[src/rtl/data_mem_bus_ctrl.sv]
// Data-memory bus controller. It sits between the load/store unit and a valid/ready data bus.
// The controller moves lane-0 aligned store data and strobes onto the byte lanes for the access.
// It runs one request/response transaction at a time and stalls the core until that transaction
// finishes. Load data comes back right-justified to lane 0. Misaligned accesses are rejected
// without any bus activity, and a transaction that never completes is aborted as a bus error.
module data_mem_bus_ctrl #(
  parameter int unsigned XLEN           = 32,
  parameter int unsigned TIMEOUT_CYCLES = 255
) (
  input  logic            clk_i,
  input  logic            rst_ni,
  input  logic            mem_req_i,
  input  logic            mem_we_i,
  input  logic [1:0]      size_i,
  input  logic [XLEN-1:0] addr_i,
  input  logic [XLEN-1:0] write_data_i,
  input  logic [3:0]      write_strobe_i,
  output logic            stall_o,
  output logic            done_o,
  output logic [XLEN-1:0] read_data_o,
  output logic            misaligned_o,
  output logic            bus_err_o,
  output logic            bus_valid_o,
  input  logic            bus_ready_i,
  output logic [XLEN-1:0] bus_addr_o,
  output logic            bus_we_o,
  output logic [XLEN-1:0] bus_wdata_o,
  output logic [3:0]      bus_wstrb_o,
  input  logic            bus_rvalid_i,
  input  logic [XLEN-1:0] bus_rdata_i,
  input  logic            bus_err_i
);

  // The counter only has to reach TIMEOUT_CYCLES-1 before the FSM leaves ADDR/RESP.
  localparam int unsigned CntW = (TIMEOUT_CYCLES > 1) ? $clog2(TIMEOUT_CYCLES) : 1;

  typedef enum logic [1:0] {StIdle, StAddr, StResp, StDone} state_e;

  state_e            state_q, state_d;
  logic [CntW-1:0]   cnt_q, cnt_d;
  logic [1:0]        off_q, off_d;
  logic [XLEN-1:0]   addr_q, addr_d;
  logic              we_q, we_d;
  logic [XLEN-1:0]   wdata_q, wdata_d;
  logic [3:0]        wstrb_q, wstrb_d;
  logic [XLEN-1:0]   rdata_q, rdata_d;
  logic              misal_q, misal_d;
  logic              err_q, err_d;

  logic              misaligned;
  logic              timeout;

  // Half accesses need an even offset; word accesses (size 2 or 3) need offset 0.
  assign misaligned = ((size_i == 2'd1) && addr_i[0]) || (size_i[1] && (addr_i[1:0] != 2'b00));
  assign timeout    = (cnt_q == CntW'(TIMEOUT_CYCLES - 1));

  // Next-state logic: FSM transitions, request capture, timeout counting and response capture.
  always_comb begin
    state_d = state_q;
    cnt_d   = cnt_q;
    off_d   = off_q;
    addr_d  = addr_q;
    we_d    = we_q;
    wdata_d = wdata_q;
    wstrb_d = wstrb_q;
    rdata_d = rdata_q;
    misal_d = misal_q;
    err_d   = err_q;
    unique case (state_q)
      StIdle: begin
        if (mem_req_i) begin
          if (misaligned) begin
            state_d = StDone;
            misal_d = 1'b1;
            rdata_d = '0;
            err_d   = 1'b0;
          end else begin
            state_d = StAddr;
            cnt_d   = '0;
            off_d   = addr_i[1:0];
            addr_d  = {addr_i[XLEN-1:2], 2'b00};
            we_d    = mem_we_i;
            wdata_d = write_data_i << {addr_i[1:0], 3'b000};
            wstrb_d = mem_we_i ? (write_strobe_i << addr_i[1:0]) : 4'b0000;
          end
        end
      end
      StAddr: begin
        cnt_d = cnt_q + CntW'(1);
        // A bus_ready_i is not a completion, so timeout takes priority here.
        if (timeout) begin
          state_d = StDone;
          err_d   = 1'b1;
          rdata_d = '0;
        end else if (bus_ready_i) begin
          state_d = StResp;
        end
      end
      StResp: begin
        cnt_d = cnt_q + CntW'(1);
        // A response in the last allowed cycle still counts as completion.
        if (bus_rvalid_i) begin
          state_d = StDone;
          rdata_d = bus_rdata_i >> {off_q, 3'b000};
          err_d   = bus_err_i;
        end else if (timeout) begin
          state_d = StDone;
          err_d   = 1'b1;
          rdata_d = '0;
        end
      end
      StDone: begin
        state_d = StIdle;
        rdata_d = '0;
        misal_d = 1'b0;
        err_d   = 1'b0;
      end
      default: state_d = StIdle;
    endcase
  end

  // State and datapath registers. Reset is asynchronous, so any transaction is aborted at once.
  always_ff @(posedge clk_i or negedge rst_ni) begin
    if (!rst_ni) begin
      state_q <= StIdle;
      cnt_q   <= '0;
      off_q   <= 2'b00;
      addr_q  <= '0;
      we_q    <= 1'b0;
      wdata_q <= '0;
      wstrb_q <= 4'b0000;
      rdata_q <= '0;
      misal_q <= 1'b0;
      err_q   <= 1'b0;
    end else begin
      state_q <= state_d;
      cnt_q   <= cnt_d;
      off_q   <= off_d;
      addr_q  <= addr_d;
      we_q    <= we_d;
      wdata_q <= wdata_d;
      wstrb_q <= wstrb_d;
      rdata_q <= rdata_d;
      misal_q <= misal_d;
      err_q   <= err_d;
    end
  end

  // Output decode. In IDLE the stall follows the request combinationally; during reset it is 0.
  always_comb begin
    stall_o      = 1'b0;
    unique case (state_q)
      StIdle:         stall_o = mem_req_i & rst_ni;
      StAddr, StResp: stall_o = 1'b1;
      default:        stall_o = 1'b0;
    endcase
    done_o       = (state_q == StDone);
    bus_valid_o  = (state_q == StAddr);
    read_data_o  = rdata_q;
    misaligned_o = misal_q;
    bus_err_o    = err_q;
    bus_addr_o   = addr_q;
    bus_we_o     = we_q;
    bus_wdata_o  = wdata_q;
    bus_wstrb_o  = wstrb_q;
  end

endmodule

[config.mk]
export PLATFORM = sky130hd
export DESIGN_NAME = data_mem_bus_ctrl
export DESIGN_NICKNAME = d
export VERILOG_FILES = /design/src/rtl/data_mem_bus_ctrl.sv
export SDC_FILE = /design/constraint.sdc
export NUM_CORES = 1
export LEC_CHECK = 0
export ABC_AREA = 0
export ABC_CLOCK_PERIOD_IN_PS = 3540
export CAP_MARGIN = 5
export CORE_ASPECT_RATIO = 1.4
export CORE_MARGIN = 8
export CORE_UTILIZATION = 40
export DETAILED_ROUTE_END_ITERATION = 10
export GPL_TIMING_DRIVEN = 0
export PLACE_DENSITY = 0.76
export SYNTH_ARGS = -nofsm -noshare
export SYNTH_HDL_FRONTEND = slang
export SYNTH_SLANG_ARGS = --single-unit
[constraint.sdc]
create_clock -name clk_i -period 3.54 [get_ports clk_i]
set_input_delay 0.708 -clock clk_i [delete_from_list [all_inputs] [get_ports clk_i]]
set_output_delay 0.708 -clock clk_i [all_outputs]
set_load 0.005 [all_outputs]
==> out/summary.txt, run 1 <==
status - finished clean
drt drc - 0
Core Area - 13300 um^2
Total Routed Length - 18200 um
Post-CTS Hold Buffers - 0
most frequent cell after synthesis - dfrtp_1
Post-CTS Setup Bufs - 0
PD cells - 803 nW/um^2
Critical Path, Cell by Cell - inv_1, ha_1, buf_4, and2_1, nand2_1, a21oi_1, clkdlybuf4s50_1
Port Buf Inserts - 212
clk slew on worst S/H paths - 0.05 ns
syn avg cell area - 11.5 um^2
GP Congestion - 0.874
Post-Synth XOR/XNOR Area - 0
Max Slew Vio Count - 0
async set or reset register ratio after synthesis - 1.00
YS warnings - 0
vias in the first global route - 5278
Final setup viols - 0
setup slack after layout - 0.571 ns
Initial DRC Count - 240
worst skew pair latency - 0.40 ns
drt first pass iters - 4
initial core utilization - 0.407
largest stage delay on the critical path - 0.52 ns
Yosys reg bits - 113
CP startpoint kind - flip-flop
crit path time final - 2.97 ns
Avg WL per Cell - 20.3 um
area leader, netlist - dfrtp_1
area of the multi-input gates - 2380 um^2
FILL cells - 1078
Post-synth top flop - dfrtp_1
Max Root-Sink Buffers - 2
sequential share of the synthesized area - 0.524
register area - 2830 um^2
die width - 114 um
Pleak - 3.62 nW
ant diodes - 0
Critical-path top delay cell - clkdlybuf4s50_1
CP top delay family - buffers and inverters
relative max-transition margin - 0.454
io pins - 215
TritonCTS clock tree - done
Syn-to-layout area delta - 56.3%
critical path required time - 2.83 ns
ANT nets after route - 0
mean number of vias per cell - 5.36
placed cell area - 7780 um^2
H-tree lvl count - 4
final net count - 818
Max Cap Viol - 0
Buf+Inv Stages, Crit Path - 3
largest family of logic cells by synthesized area - compound AO/OA/AOI/OAI gates
CTS Buf Count - 17
share of the synthesized area in the top cell type - 0.524
DP Wirelength - 14400 um
Tightest Pin Transition - 0.817 ns
Syn Inst Count - 469
cts repair resizes - 0
Final period util - 0.839
top cells by area, synth - dfrtp_1 52%, mux2_2 8.5%, mux2i_1 8.0%
mux cell area share after synthesis - 0.165
vias post-DR - 4804
Worst Setup End Kind - primary output
cell area after layout - 8440 um^2
antenna violations before repair - 0
largest net degree at the start of global routing - 64
synthesized cell area - 5400 um^2
CP arrival - 2.26 ns
Peak VDD IR - 437 uV
crit-path max FO - 10
pre-CTS setup slack - 0.444 ns
final clock skew - 0.00874 ns
Synth top cells by count - 113 x dfrtp_1, 43 x mux2i_1, 41 x mux2_2
Die H - 153 um
Clock Tree Root - clkbuf_16
adder-cell area share of the yosys netlist - 0.0162
min-delay worst type - input port to async pin
Simple-Gate Fraction of Synth Area - 0.0751
Cell Rows - 50
global-route wire length before repair - 28600 um
number of flops mapped to enable cells by yosys - 0
RSZ-0062 raised after global routing - no
die area - 17500 um^2
CP Class - flip-flop to primary output
share of layout cells above drive strength 1 - 0.137
clock sinks - 113
GR Util All Layers - 0.209
Synth cell types - 44
Synth Area in Compound Gates - 0.183
Remaining Overflow, GRT - 0
f_max - 0.337 GHz
count of final hold-check violations - 0
## per-stage QoR
stage	hold WS, ns	instances	TNS [ns]	util	total power [mW]
finish	0.359	897	0	0.637	6.78
CTS	0.372	897	0	0.637	6.83
detailed placement	0.469	865	0	0.587	4.91
global route	0.410	897	0	0.637	7.14
floorplan	0.412	470	0	-	3.32
global placement	0.460	864	-291.44	0.585	4.81
## flip-flops by register name, summed over array words and instances, names as in the netlist, 2 cells and up
signal / count
bus_addr_o: 30
bus_wdata_o: 32
bus_wstrb_o: 4
cnt_q: 8
off_q: 2
read_data_o: 32
state_q: 2
## worst paths after layout
kind	endpoint	slack, ns	startpoint	cells after the start
max	stall_o	0.57	state_q[0]$_DFFE_PN0P_	7
min	misaligned_o$_DFFE_PN0P_	0.36	rst_ni	1
max reg2reg	read_data_o[13]$_DFFE_PN0P_	0.85	state_q[1]$_DFFE_PN0P_	6
min reg2reg	bus_wdata_o[12]$_DFFE_PN0P_	0.47	bus_wdata_o[12]$_DFFE_PN0P_	2
max in group asynchronous	bus_wdata_o[12]$_DFFE_PN0P_	2.44	rst_ni	2
min in group clk_i	bus_wdata_o[12]$_DFFE_PN0P_	0.47	bus_wdata_o[12]$_DFFE_PN0P_	2
## metal layers
layer	wire (um)	up-vias	part of all wire	global-route usage
met5	0	-	0	0
met3	1390	38	0.076	0.0662
met4	602	0	0.033	0.0942
met2	9280	205	0.51	0.366
li1	-	2201	-	-
met1	6950	2360	0.38	0.224
## layout make-up
class                      instances  area share
buffer                            33      0.0202
clock buffer                      23      0.0578
clock inverter                     9      0.0209
inverter                           7     0.00311
multi-input combinational        317       0.282
sequential                       113       0.335
tap                              182      0.0270
timing repair buffer             213       0.254
## worst reg2reg max path, stage by stage, from the launching register on
cell and delay (ns):
dfrtp_1 0.42, inv_1 0.11, ha_1 0.45, inv_1 0.21
a211oi_2 0.68, nand3_1 0.44, o2bb2ai_1 0.30
## cell usage in the layout (no fill, tap or decap), types with 2 or more instances in the layout
cell type,n
nor2b_1,13
clkbuf_1,8
dfrtp_1,113
a2111o_1,2
nand4_1,2
a22o_1,24
bufinv_16,5
or4_1,3
clkbuf_16,17
clkbuf_8,4
mux2_2,41
clkdlybuf4s50_1,211
buf_1,6
a211oi_1,9
o2bb2ai_1,16
clkinv_2,2
o21ai_0,17
nand3_1,10
o211ai_1,2
buf_4,4
o31ai_1,12
conb_1,2
nor2_1,19
ha_1,7
buf_6,2
a21oi_1,33
o22ai_1,9
a21boi_0,5
inv_1,7
mux2i_1,43
buf_2,16
nand2_1,31
## report_power, final
part           switching, mW  internal [mW]
clock                  0.574           1.32
combinational           1.27           1.54
sequential             0.291           1.79
total                   2.13           4.65
## logic make-up after synthesis
kind of cell	after synthesis
AO/OA/AOI/OAI	140
flip-flops	113
multiplexers	84
AND/OR/NAND/NOR	84
buffers and inverters	40
adder cells (fa/ha/maj)	7
other	1
No activity file was read; power rests on OpenSTA's default activity.
==> run 2, diff against run 1 <==
--- a/config.mk
+++ b/config.mk
@@ -6,14 +6,14 @@
 export NUM_CORES = 1
 export LEC_CHECK = 0
 export ABC_AREA = 0
-export ABC_CLOCK_PERIOD_IN_PS = 3540
+export ABC_CLOCK_PERIOD_IN_PS = 2680
 export CAP_MARGIN = 5
 export CORE_ASPECT_RATIO = 1.4
 export CORE_MARGIN = 8
 export CORE_UTILIZATION = 40
 export DETAILED_ROUTE_END_ITERATION = 10
 export GPL_TIMING_DRIVEN = 0
-export PLACE_DENSITY = 0.76
+export PLACE_DENSITY = 0.79
 export SYNTH_ARGS = -nofsm -noshare
 export SYNTH_HDL_FRONTEND = slang
 export SYNTH_SLANG_ARGS = --single-unit
==> constraint.sdc (replaced) <==
create_clock -name clk_i -period 2.68 [get_ports clk_i]
set_input_delay 0.536 -clock clk_i [delete_from_list [all_inputs] [get_ports clk_i]]
set_output_delay 0.536 -clock clk_i [all_outputs]
set_load 0.005 [all_outputs]
==> out/summary.txt, run 2 (same netlist as run 1, synthesis figures left out) <==
relative max-transition margin - 0.474 (was 0.454)
Initial DRC Count - 261 (was 240)
crit path capture - read_data_o[11]$_DFFE_PN0P_ (was stall_o)
Core Area - 13300 um^2 (unchanged)
io pins - 215 (unchanged)
min-delay worst type - input port to async pin (unchanged)
Tightest Pin Transition - 0.788 ns (was 0.817 ns)
CP arrival - 2.74 ns (was 2.26 ns)
Clock Tree Root - clkbuf_16 (unchanged)
ANT nets after route - 0 (unchanged)
r2r setup slk - 0.27 ns (was 0.85 ns)
leading cell type in the layout, fill and taps excluded - clkdlybuf4s50_1 (unchanged)
CP startpoint kind - input port (was flip-flop)
Max Root-Sink Buffers - 2 (unchanged)
Total Routed Length - 18900 um (was 18200 um)
Cell Rows - 50 (unchanged)
clk slew on worst S/H paths - 0.06 ns (was 0.05 ns)
die width - 114 um (unchanged)
f_max - 0.412 GHz
drt drc - 0 (unchanged)
Peak VDD IR - 530 uV (was 437 uV)
worst skew pair latency - 0.40 ns (about the same)
CP Class - input port to flip-flop (was flip-flop to primary output)
final net count - 820 (was 818)
clock sinks - 113 (unchanged)
initial core utilization - 0.407 (unchanged)
Remaining Overflow, GRT - 0 (unchanged)
Final period util - 0.905
PD cells - 1050 nW/um^2 (was 803 nW/um^2)
Max Slew Vio Count - 0 (unchanged)
Syn-to-layout area delta - 56.2% (was 56.3%)
global-route wire length before repair - 29900 um (was 28600 um)
R2R depth - 8 (was 6)
critical path required time - 2.99 ns (was 2.83 ns)
Die H - 153 um (unchanged)
mean number of vias per cell - 5.43 (was 5.36)
most frequent cells in the layout - 210 x clkdlybuf4s50_1, 113 x dfrtp_1, 43 x mux2i_1, 41 x mux2_2, 33 x a21oi_1 (was 211 x clkdlybuf4s50_1, 113 x dfrtp_1, 43 x mux2i_1, 41 x mux2_2, 33 x a21oi_1)
final clock skew - 0.00902 ns (was 0.00874 ns)
Pleak - 3.60 nW (was 3.62 nW)
GP Congestion - 0.900 (was 0.874)
Final setup viols - 0 (unchanged)
die area - 17500 um^2 (unchanged)
Avg WL per Cell - 21.0 um (was 20.3 um)
status - finished clean (unchanged)
Worst Setup End Kind - flip-flop (was primary output)
DP Wirelength - 14600 um (was 14400 um)
GR Util All Layers - 0.220 (was 0.209)
RSZ-0062 raised after global routing - no (unchanged)
share of layout cells above drive strength 1 - 0.145 (was 0.137)
vias in the first global route - 5328 (was 5278)
crit path time final - 2.43 ns
vias post-DR - 4875 (was 4804)
ant diodes - 0 (unchanged)
largest net degree at the start of global routing - 62 (was 64)
Crit. Startpoint - addr_i[0] (was state_q[0]$_DFFE_PN0P_)
Reg2Reg Launch Point - state_q[0]$_DFFE_PN0P_ (was state_q[1]$_DFFE_PN0P_)
CTS Buf Count - 17 (unchanged)
placed cell area - 7780 um^2 (unchanged)
cell area after layout - 8440 um^2 (about the same)
total power - 8.89 mW (was 6.78 mW)
drt first pass iters - 4 (unchanged)
Max Cap Viol - 0 (unchanged)
H-tree lvl count - 4 (unchanged)
TritonCTS clock tree - done (unchanged)
count of final hold-check violations - 0 (unchanged)
Port Buf Inserts - 212 (unchanged)
antenna violations before repair - 0 (unchanged)
crit-path max FO - 9 (was 10)
R2R Path End - read_data_o[26]$_DFFE_PN0P_ (was read_data_o[13]$_DFFE_PN0P_)
[run 2: changes by cell type in the layout (fill, tap and decap cells not counted), moves of 2 or more]
cell,change
buf_4,+2
clkbuf_1,-2
clkbuf_8,-3
clkinvlp_4,+6
[run 2: cell type report]
cell class / count / area, um^2
sequential: 113 / 2830
fill: 1075 / 4830
tap: 182 / 228
multi-input combinational: 317 / 2390
timing repair buffer: 215 / 2160
clock buffer: 18 / 439
inverter: 7 / 26.3
clock inverter: 13 / 186
buffer: 33 / 170
[run 2: where the power goes]
group	internal (mW)	switching [mW]	leakage, nW
registers	2.36	0.378	1.46
logic	2.06	1.70	1.86
clock network	1.57	0.812	0.283
[run 2: layer usage]
metal	share of wire	track usage	vias up	wire length (um)
li1	-	-	2215	-
met1	0.37	0.233	2381	7000
met2	0.52	0.387	239	9820
met3	0.078	0.0659	40	1470
met4	0.031	0.104	0	588
met5	0	0	-	0
[run 2: worst min path at each step]
| stage | startpoint | end | slack [ns] | cells past startpoint |
|---|---|---|---|---|
| floorplan | rst_ni | bus_addr_o[10]$_DFFE_PN0P_ | 0.24 | 0 |
| global placement | bus_wstrb_o[1]$_DFFE_PN0P_ | bus_wstrb_o[1]$_DFFE_PN0P_ | 0.46 | 2 |
| detailed placement | bus_wstrb_o[2]$_DFFE_PN0P_ | bus_wstrb_o[2]$_DFFE_PN0P_ | 0.47 | 2 |
| CTS | rst_ni | read_data_o[14]$_DFFE_PN0P_ | 0.24 | 1 |
| global route | rst_ni | read_data_o[14]$_DFFE_PN0P_ | 0.29 | 1 |
| finish | rst_ni | read_data_o[14]$_DFFE_PN0P_ | 0.22 | 1 |
[run 2: metrics by stage]
step	setup TNS, ns	util	cells	hold WS, ns	worst slack, ns
after floorplan	0	-	470	0.240	0.721
after global routing	0	0.636	898	0.289	0.0523
final	0	0.636	898	0.224	0.254
after detailed placement	-1.41	0.587	865	0.466	-0.201
after global placement	-370.21	0.585	864	0.463	-3.54
after CTS	0	0.635	898	0.238	0.0120
[run 2: what timing repair did]
| item | 4_1_cts | 5_1_grt |
|---|---|---|
| buffers inserted | 2 | 0 |
| hold buffers | 0 | 0 |
| pin swaps | 1 | 1 |
| setup endpoints to repair | 1 | 7 |
| resized for setup | 3 | 2 |
[run 2: worst max-delay path, stage by stage]
cell and delay [ns]:
clkdlybuf4s50_1 0.64, a21boi_0 0.28, a211oi_4 0.55, nand3_1 0.45, o2bb2ai_1 0.28
==> run 3, diff against run 2 <==
--- a/config.mk
+++ b/config.mk
@@ -14,6 +14,7 @@
 export DETAILED_ROUTE_END_ITERATION = 10
 export GPL_TIMING_DRIVEN = 0
 export PLACE_DENSITY = 0.79
+export RECOVER_POWER = 50
 export SYNTH_ARGS = -nofsm -noshare
 export SYNTH_HDL_FRONTEND = slang
 export SYNTH_SLANG_ARGS = --single-unit
==> out/summary.txt, run 3 (same netlist as run 1, synthesis figures left out) <==
status - finished clean (unchanged)
Tightest Pin Transition - 1.37 ns (was 0.788 ns)
Remaining Overflow, GRT - 0 (unchanged)
Final setup viols - 0 (unchanged)
min-delay worst type - input port to async pin (unchanged)
Initial DRC Count - 263 (was 261)
Cell Rows - 50 (unchanged)
mean number of vias per cell - 5.43 (about the same)
critical path depth - 8 (was 5)
r2r setup slk - 0.26 ns (was 0.27 ns)
largest stage delay on the critical path - 0.47 ns (was 0.64 ns)
largest net degree at the start of global routing - 62 (unchanged)
PD cells - 1040 nW/um^2 (was 1050 nW/um^2)
final setup TNS - 0 ns (unchanged)
final net count - 820 (unchanged)
Max Slew Vio Count - 0 (unchanged)
relative max-transition margin - 0.0868 (was 0.474)
CTS Buf Count - 17 (unchanged)
most frequent cells in the layout - 159 x clkdlybuf4s50_1, 113 x dfrtp_1, 51 x dlygate4sd3_1, 43 x mux2i_1, 41 x mux2_2 (was 210 x clkdlybuf4s50_1, 113 x dfrtp_1, 43 x mux2i_1, 41 x mux2_2, 33 x a21oi_1)
Worst Setup End Kind - flip-flop (unchanged)
final clock skew - 0.00888 ns (was 0.00902 ns)
Max Cap Viol - 0 (unchanged)
die area - 17500 um^2 (unchanged)
drt drc - 0 (unchanged)
Critical-path top delay cell - a2111o_1 (was clkdlybuf4s50_1)
ant diodes - 0 (unchanged)
total power - 8.77 mW (was 8.89 mW)
Port Buf Inserts - 212 (unchanged)
Max Root-Sink Buffers - 2 (unchanged)
io pins - 215 (unchanged)
CP top delay family - compound AO/OA/AOI/OAI gates (unchanged)
leading cell type in the layout, fill and taps excluded - clkdlybuf4s50_1 (unchanged)
drt first pass iters - 4 (unchanged)
clock sinks - 113 (unchanged)
CP startpoint kind - flip-flop (was input port)
TritonCTS clock tree - done (unchanged)
die width - 114 um (unchanged)
count of final hold-check violations - 0 (unchanged)
f_max - 0.412 GHz (about the same)
RSZ-0062 raised after global routing - no (unchanged)
H-tree lvl count - 4 (unchanged)
Crit. Startpoint - state_q[0]$_DFFE_PN0P_ (was addr_i[0])
Pleak - 3.69 nW (was 3.60 nW)
R2R depth - 8 (unchanged)
Clock Tree Root - clkbuf_16 (unchanged)
pre-CTS setup slack - -0.201 ns (unchanged)
Die H - 153 um (unchanged)
crit-path max FO - 9 (unchanged)
crit path time final - 2.42 ns (was 2.43 ns)
share of layout cells above drive strength 1 - 0.145 (unchanged)
vias post-DR - 4880 (was 4875)
GP Congestion - 0.900 (unchanged)
CP arrival - 2.76 ns (was 2.74 ns)
CP Class - flip-flop to flip-flop (was input port to flip-flop)
DP Wirelength - 14600 um (unchanged)
clk slew on worst S/H paths - 0.06 ns (about the same)
Buf+Inv Stages, Crit Path - 3 (was 1)
ANT nets after route - 0 (unchanged)
global-route wire length before repair - 29900 um (unchanged)
Core Area - 13300 um^2 (unchanged)
R2R Path End - read_data_o[26]$_DFFE_PN0P_ (unchanged)
Avg WL per Cell - 21.1 um (was 21.0 um)
GR Util All Layers - 0.220 (unchanged)
worst skew pair latency - 0.40 ns (about the same)
cell area after layout - 8410 um^2 (was 8440 um^2)
Reg2Reg Launch Point - state_q[0]$_DFFE_PN0P_ (unchanged)
Total Routed Length - 19000 um (was 18900 um)
vias in the first global route - 5328 (unchanged)
placed cell area - 7780 um^2 (unchanged)
critical path required time - 3.01 ns (was 2.99 ns)
Critical Path, Cell by Cell - inv_2, buf_4, ha_1, nand3b_1, a2111o_1, buf_2, nor2_4, a22o_1 (was clkdlybuf4s50_1, a21boi_0, a211oi_4, nand3_1, o2bb2ai_1)
setup slack after layout - 0.255 ns (was 0.254 ns)
Peak VDD IR - 531 uV (was 530 uV)
antenna violations before repair - 0 (unchanged)
initial core utilization - 0.407 (unchanged)
Syn-to-layout area delta - 55.8% (was 56.2%)
Final period util - 0.905 (about the same)
## run 3: cell count changes in the layout (fill, tap and decap cells not counted)
cell             previous run  this run
dlygate4sd3_1               0        51
buf_16                      1         0
clkbuf_2                    0         1
clkdlybuf4s50_1           210       159
## run 3: per-stage QoR
stage	utilization	cells	hold slack, ns
after floorplan	-	470	0.240
after global placement	0.585	864	0.463
after detailed placement	0.587	865	0.466
after CTS	0.635	898	0.238
after global routing	0.634	898	0.275
final	0.634	898	0.212
## run 3: per-layer routing
metal,vias up,wire (um),GRT usage
met4,0,592,0.104
met2,234,9870,0.387
met1,2390,6870,0.233
met5,-,0,0
li1,2216,-,-
met3,40,1630,0.0659
## run 3: where the power goes
group,internal (mW),switching [mW]
Clock,1.57,0.818
Sequential,2.36,0.368
Combinational,1.95,1.70
Total,5.88,2.89
## run 3: worst max-delay path by stage
stage / slack [ns] / end
2_1_floorplan: 0.72 / cnt_q[6]$_DFFE_PN0P_
3_3_place_gp: -3.54 / stall_o
3_5_place_dp: -0.20 / read_data_o[11]$_DFFE_PN0P_
4_1_cts: 0.01 / stall_o
5_1_grt: 0.05 / read_data_o[6]$_DFFE_PN0P_
6_report: 0.26 / read_data_o[26]$_DFFE_PN0P_
## run 3: repair_timing
| item | 4_1_cts | 5_1_grt |
|---|---|---|
| buffers inserted | 2 | 0 |
| hold buffers | 0 | 0 |
| endpoints found under the setup margin | 1 | 7 |
| pin swaps | 1 | 1 |
| hold endpoints to repair | 0 | 0 |
| resized for setup | 3 | 2 |
## run 3: cell type report
type | instances | area, um^2
Fill cell | 1078 | 4850
Sequential cell | 113 | 2830
Multi-Input combinational cell | 317 | 2390
Timing Repair Buffer | 215 | 2140
Clock buffer | 18 | 439
Tap cell | 182 | 228
Clock inverter | 13 | 186
Buffer | 33 | 170
Inverter | 7 | 26.3
